==> config.mk <==
export PLATFORM = sky130hd
export DESIGN_NAME = sync_debounce_flat
export DESIGN_NICKNAME = d
export VERILOG_FILES = /design/src/rtl/sync_debounce_if.sv /design/src/rtl/sync_debounce.sv /design/src/flat_wrapper.sv
export SDC_FILE = /design/constraint.sdc
export NUM_CORES = 1
export LEC_CHECK = 0
export CAP_MARGIN = 40
export CORE_MARGIN = 4
export CORE_UTILIZATION = 47
export CTS_BUF_LIST = sky130_fd_sc_hd__clkbuf_8 sky130_fd_sc_hd__clkbuf_16
export CTS_CLUSTER_SIZE = 24
export DETAILED_ROUTE_END_ITERATION = 10
export GPL_ROUTABILITY_DRIVEN = 0
export PLACE_DENSITY_LB_ADDON = 0.15
export SLEW_MARGIN = 10
export SYNTH_ARGS = -nofsm -noshare
export SYNTH_HDL_FRONTEND = slang
export SYNTH_SLANG_ARGS = --single-unit
export TNS_END_PERCENT = 100
==> constraint.sdc <==
create_clock -name clock -period 1.8 [get_ports clock]
set_input_delay 0.36 -clock clock [delete_from_list [all_inputs] [get_ports clock]]
set_output_delay 0.36 -clock clock [all_outputs]
set_load 0.05 [all_outputs]
==> src/rtl/sync_debounce_if.sv <==
// sync_debounce_if
//   Groups the data-path signals of the input conditioner.
//   d    : raw asynchronous level into the conditioner
//   q    : debounced, registered level
//   rise : one-cycle pulse when q goes 1
//   fall : one-cycle pulse when q goes 0
//   busy : candidate transition being qualified
//   master : the side that owns the raw level and consumes the clean outputs
//   slave  : the conditioner itself
interface sync_debounce_if;
    logic d;
    logic q;
    logic rise;
    logic fall;
    logic busy;

    modport master (
        output d,
        input  q,
        input  rise,
        input  fall,
        input  busy
    );

    modport slave (
        input  d,
        output q,
        output rise,
        output fall,
        output busy
    );
endinterface

==> src/rtl/sync_debounce.sv <==
// sync_debounce
//   Conditions a raw asynchronous level into a clean synchronous level with
//   one-cycle edge pulses. A SYNC_STAGES-deep flop chain removes metastability,
//   then a four-state FSM requires DEBOUNCE_CYCLES consecutive agreeing samples
//   before the output level changes.
//
//   Ports
//     clock : rising-edge clock, the only clock of the block
//     clear : synchronous active-high reset, priority over everything
//     port  : sync_debounce_if.slave (d in; q, rise, fall, busy out)
//
//   Parameters
//     SYNC_STAGES     : synchronizer depth, 2..4
//     DEBOUNCE_CYCLES : consecutive agreeing samples to change q, 1..255
//     CNT_W           : counter width, 2**CNT_W > DEBOUNCE_CYCLES
//
//   state      | meaning
//   -----------+----------------------------------------------------
//   LOW        | q = 0, synchronized input agrees with q
//   WAIT_HIGH  | q = 0, counting consecutive 1 samples
//   HIGH       | q = 1, synchronized input agrees with q
//   WAIT_LOW   | q = 1, counting consecutive 0 samples
module sync_debounce #(
    parameter int SYNC_STAGES     = 2,
    parameter int DEBOUNCE_CYCLES = 4,
    parameter int CNT_W           = 8
) (
    input  logic           clock,
    input  logic           clear,
    sync_debounce_if.slave port
);

    typedef enum logic [1:0] {
        ST_LOW       = 2'd0,
        ST_WAIT_HIGH = 2'd1,
        ST_HIGH      = 2'd2,
        ST_WAIT_LOW  = 2'd3
    } state_t;

    // cnt holds (samples seen - 1); reaching LAST means this sample is the Nth.
    localparam logic [CNT_W-1:0] LAST   = CNT_W'(DEBOUNCE_CYCLES - 1);
    localparam logic [CNT_W-1:0] ONE    = CNT_W'(1);
    localparam bit               SINGLE = (DEBOUNCE_CYCLES == 1);

    logic [SYNC_STAGES-1:0] s_q;
    logic                   ds;

    state_t           state_q;
    state_t           state_d;
    logic [CNT_W-1:0] cnt_q;
    logic [CNT_W-1:0] cnt_d;

    logic q_q;
    logic q_d;
    logic rise_q;
    logic rise_d;
    logic fall_q;
    logic fall_d;
    logic busy_q;
    logic busy_d;

    // Synchronizer chain: s_q[0] captures the raw level, the last stage is safe.
    always_ff @(posedge clock) begin
        if (clear) begin
            s_q <= '0;
        end else begin
            s_q <= {s_q[SYNC_STAGES-2:0], port.d};
        end
    end

    assign ds = s_q[SYNC_STAGES-1];

    always_ff @(posedge clock) begin
        if (clear) begin
            state_q <= ST_LOW;
            cnt_q   <= '0;
            q_q     <= 1'b0;
            rise_q  <= 1'b0;
            fall_q  <= 1'b0;
            busy_q  <= 1'b0;
        end else begin
            state_q <= state_d;
            cnt_q   <= cnt_d;
            q_q     <= q_d;
            rise_q  <= rise_d;
            fall_q  <= fall_d;
            busy_q  <= busy_d;
        end
    end

    always_comb begin
        state_d = state_q;
        cnt_d   = cnt_q;
        rise_d  = 1'b0;
        fall_d  = 1'b0;

        case (state_q)
            ST_LOW: begin
                if (ds) begin
                    if (SINGLE) begin
                        state_d = ST_HIGH;
                        cnt_d   = '0;
                        rise_d  = 1'b1;
                    end else begin
                        state_d = ST_WAIT_HIGH;
                        cnt_d   = ONE;
                    end
                end
            end

            ST_WAIT_HIGH: begin
                // A disagreeing sample always wins, even on the would-be final edge.
                if (!ds) begin
                    state_d = ST_LOW;
                    cnt_d   = '0;
                end else if (cnt_q == LAST) begin
                    state_d = ST_HIGH;
                    cnt_d   = '0;
                    rise_d  = 1'b1;
                end else begin
                    cnt_d = cnt_q + ONE;
                end
            end

            ST_HIGH: begin
                if (!ds) begin
                    if (SINGLE) begin
                        state_d = ST_LOW;
                        cnt_d   = '0;
                        fall_d  = 1'b1;
                    end else begin
                        state_d = ST_WAIT_LOW;
                        cnt_d   = ONE;
                    end
                end
            end

            ST_WAIT_LOW: begin
                if (ds) begin
                    state_d = ST_HIGH;
                    cnt_d   = '0;
                end else if (cnt_q == LAST) begin
                    state_d = ST_LOW;
                    cnt_d   = '0;
                    fall_d  = 1'b1;
                end else begin
                    cnt_d = cnt_q + ONE;
                end
            end

            default: begin
                state_d = ST_LOW;
                cnt_d   = '0;
            end
        endcase

        // Outputs are decoded from the next state and registered alongside it.
        q_d    = (state_d == ST_HIGH) || (state_d == ST_WAIT_LOW);
        busy_d = (state_d == ST_WAIT_HIGH) || (state_d == ST_WAIT_LOW);
    end

    assign port.q    = q_q;
    assign port.rise = rise_q;
    assign port.fall = fall_q;
    assign port.busy = busy_q;

endmodule

==> src/flat_wrapper.sv <==
// flat-port wrapper written by rule: the top's interface ports become plain ports
module sync_debounce_flat 
#(
    parameter int SYNC_STAGES     = 2,
    parameter int DEBOUNCE_CYCLES = 4,
    parameter int CNT_W           = 8
)
  (clock, clear, port_d, port_q, port_rise, port_fall, port_busy);
  sync_debounce_if port_i ();
  input  logic clock;
  input  logic clear;
  input wire logic [$bits(port_i.d)-1:0] port_d;
  output wire logic [$bits(port_i.q)-1:0] port_q;
  output wire logic [$bits(port_i.rise)-1:0] port_rise;
  output wire logic [$bits(port_i.fall)-1:0] port_fall;
  output wire logic [$bits(port_i.busy)-1:0] port_busy;
  assign port_i.d = port_d;
  assign port_q = port_i.q;
  assign port_rise = port_i.rise;
  assign port_fall = port_i.fall;
  assign port_busy = port_i.busy;
  sync_debounce #(.SYNC_STAGES(SYNC_STAGES), .DEBOUNCE_CYCLES(DEBOUNCE_CYCLES), .CNT_W(CNT_W)) u_core (.clock(clock), .clear(clear), .port(port_i));
endmodule
==> flow_metrics.env <==
export IMPL_finClkSkew_ns=0.000673
export IMPL_max_stage_delay_ns=0.48
export IMPL_grt_pass1_wl_mm=2.46
export IMPL_syn_nets=71
export IMPL_start_kind="flip-flop"
export IMPL_crit_path_cell_trace="ha_4, or4b_4, nor4_4, nor2_2, a221o_1"
export IMPL_cp_top_family="simple AND/OR/NAND/NOR gates"
export IMPL_route_vias_total=581
export IMPL_row_count=13
export IMPL_synth_seq_cells=15
export IMPL_grt_overflow=0
export IMPL_place_port_buffers=6
export IMPL_critPathMaxFanout=6
export IMPL_clkSlewWorstSetupHoldPaths_ns=0.06
export IMPL_crit_required_ns=1.93
export IMPL_crit_arrival_ns=1.93
export IMPL_rsz0062_at_grt="true"
export IMPL_die_area_um2=2070
export IMPL_dp_slack_ns=-0.0186
export IMPL_fillers=102
export IMPL_yosys_warnings=0
export IMPL_syn_inst=67
export IMPL_area_growth_pct=39.1
export IMPL_slew_headroom=0.672
export IMPL_clock_sinks=15
export IMPL_placement_cell_area_um2=821
export IMPL_antenna_left=0
export IMPL_clk_latency_ns=0.24
export IMPL_worst_pin_slew_ns=0.490
export IMPL_dr_pass1_iters=3
export IMPL_report_final_slew_viol_count=0
export IMPL_first_global_vias=558
export IMPL_yosysTopAreaCellShare=0.455
export IMPL_drive_gt1_frac=0.318
export IMPL_powerDensity_nw_per_um2=693
export IMPL_cts_max_level=1
export IMPL_setup_violations_final=0
export IMPL_fin_ws_ns=0.000774
export IMPL_syn_area_um2=659
export IMPL_peakVddDrop_mv=0.660
export IMPL_drc=0
export IMPL_hpwl_mm=1.04
export IMPL_synth_distinct_cells=28
export IMPL_core_um2=1320
export IMPL_routedWlPerCell_um=13.9
export IMPL_maxCapViolations=0
export IMPL_whs_ns=0.434
export IMPL_hp_class="reg -> reg"
export IMPL_die_h_um=45.5
export IMPL_path_buf_inv=0
export IMPL_cts_tree="built"
export IMPL_synth_area_leaders="dfxtp_1, nor4b_1, nor4_4, nand3_1, nor3_1"
export IMPL_cts_buffers=3
export IMPL_die_x_um=45.5
export IMPL_holdBufCountCts=0
export IMPL_fin_area_um2=917
export IMPL_cp_slowest_cell="or4b_4"
export IMPL_grt_max_degree=9
export IMPL_antenna_found_initial=0
export IMPL_n_antenna_cell=0
export IMPL_finalSetupTns_ns=0
export IMPL_criticalPathCategory="reg -> reg"
export IMPL_max_freq_mhz=556
export IMPL_status="finished clean"
export IMPL_post_route_period_util=1.00
export IMPL_netlist_top_cell_by_area="dfxtp_1"
export IMPL_postSynthAreaPerCell_um2=9.84
export IMPL_wirelength_mm=1.43
export IMPL_endpoint_kind="flip-flop"
export IMPL_viasPerCell=5.64
export IMPL_timing_hold_violations_final=0
export IMPL_design_portCount=7
export IMPL_start_util=0.500
export IMPL_cts_buffer_depth=2
export IMPL_yosysSeqAreaShare=0.455
export IMPL_grt_util_all_layers=0.168
export IMPL_leakage_nw=0.364
export IMPL_fin_crit_ns=1.80
export IMPL_fin_nets=93
export IMPL_dr_first_iter_drc_count=6
export IMPL_cts_root_buffer_cell="clkbuf_8"
-- Yosys cell counts --
library cell	number
ha_1	1
nor2_2	1
nand3_1	4
and3b_1	1
nor2_1	5
or4b_4	1
nand4bb_1	1
a221o_1	1
xnor2_1	1
nand4_1	1
clkbuf_1	2
xor2_1	2
a21oi_1	1
nor4b_1	4
nand3b_1	1
o21ai_0	4
a32o_1	1
a211oi_1	2
nor3_1	4
dfxtp_1	15
nor2b_1	3
a21o_1	1
a211o_1	1
nand2_1	4
a22o_1	2
or3_1	1
mux2i_1	1
nor4_4	1
-- flip-flops by register name, summed over array words and instances (netlist names) --
register	cells
u_core.cnt_q	8
u_core.s_q	2
u_core.state_q	2
u_core.port.fall	1
u_core.port.q	1
u_core.port.rise	1
-- power breakdown --
group	total (mW)	leakage [nW]	switching, mW	internal [mW]
Clock	0.259	0.0269	0.108	0.151
Sequential	0.340	0.122	0.00353	0.336
Combinational	0.0374	0.215	0.0177	0.0196
-- cells in the final DEF, fill, tap and decap left out, types with 2 or more instances in the layout --
cell             netlist  routed
a22o_1                 2       2
dfxtp_2                0       2
buf_4                  0      14
o21ai_0                4       4
nand3_1                4       4
nand2_1                4       4
a211oi_2               0       2
nor4b_1                4       3
nor2b_1                3       3
nor3_1                 4       3
dfxtp_1               15      13
xor2_1                 2       2
clkbuf_8               0       3
nor2_1                 5       5
clkdlybuf4s50_1        0       4
-- layout make-up --
cell class / count / area, um^2 / area share
clock inverter: 1 / 3.75 / 0.00409
clock buffer: 3 / 41.3 / 0.0450
sequential: 15 / 303 / 0.330
multi-input combinational: 50 / 385 / 0.420
tap: 15 / 18.8 / 0.0205
timing repair buffer: 19 / 165 / 0.180
-- through the flow --
step           power, mW   util  instances
2_1_floorplan      0.361      -         67
3_3_place_gp       0.380  0.623         97
3_5_place_dp       0.382  0.623         97
4_1_cts            0.644  0.689        104
5_1_grt            0.667  0.696        103
6_report           0.636  0.696        103
-- cell families (layout without fill, tap and decap cells) --
logic type      after synthesis  count (layout)  share of synthesized area
simple gates                 32              32                      0.317
flops                        15              15                      0.455
compound gates               13              13                      0.142
xor+xnor                      3               3                     0.0399
buf+inv                       2              23                     0.0114
fa+ha+maj                     1               1                     0.0190
mux                           1               1                     0.0152
-- worst register-to-register path, stage by stage, from the launching register on --
cell and delay [ns]:
dfxtp_2 0.35, ha_4 0.14, or4b_4 0.48, nor4_4 0.33
nor2_2 0.09, a221o_1 0.30
-- timing repair --
action | in CTS | in global routing
endpoints found under the setup margin | 1 | 7
pin swaps | 5 | 1
setup buffers | 3 | 0
hold endpoints to repair | 0 | 0
resized for setup | 5 | 3
-- worst paths after layout --
check / start / to / slack, ns / depth (start not counted)
min: u_core.s_q[0]$_SDFF_PP0_ / u_core.s_q[1]$_SDFF_PP0_ / 0.43 / 1
max: u_core.cnt_q[1]$_SDFFE_PP0P_ / u_core.cnt_q[5]$_SDFFE_PP0P_ / 0.0008 / 5
max reg2reg: u_core.cnt_q[1]$_SDFFE_PP0P_ / u_core.cnt_q[5]$_SDFFE_PP0P_ / 0.0008 / 5
min reg2reg: u_core.s_q[0]$_SDFF_PP0_ / u_core.s_q[1]$_SDFF_PP0_ / 0.43 / 1
-- per-layer routing --
layer	vias up	wire length, um	GRT usage
met5	-	0	0
met4	0	9	0.0526
met3	2	49	0.0711
met2	8	727	0.279
met1	277	642	0.194
li1	294	-	-
(Power assumes the default switching activity.)
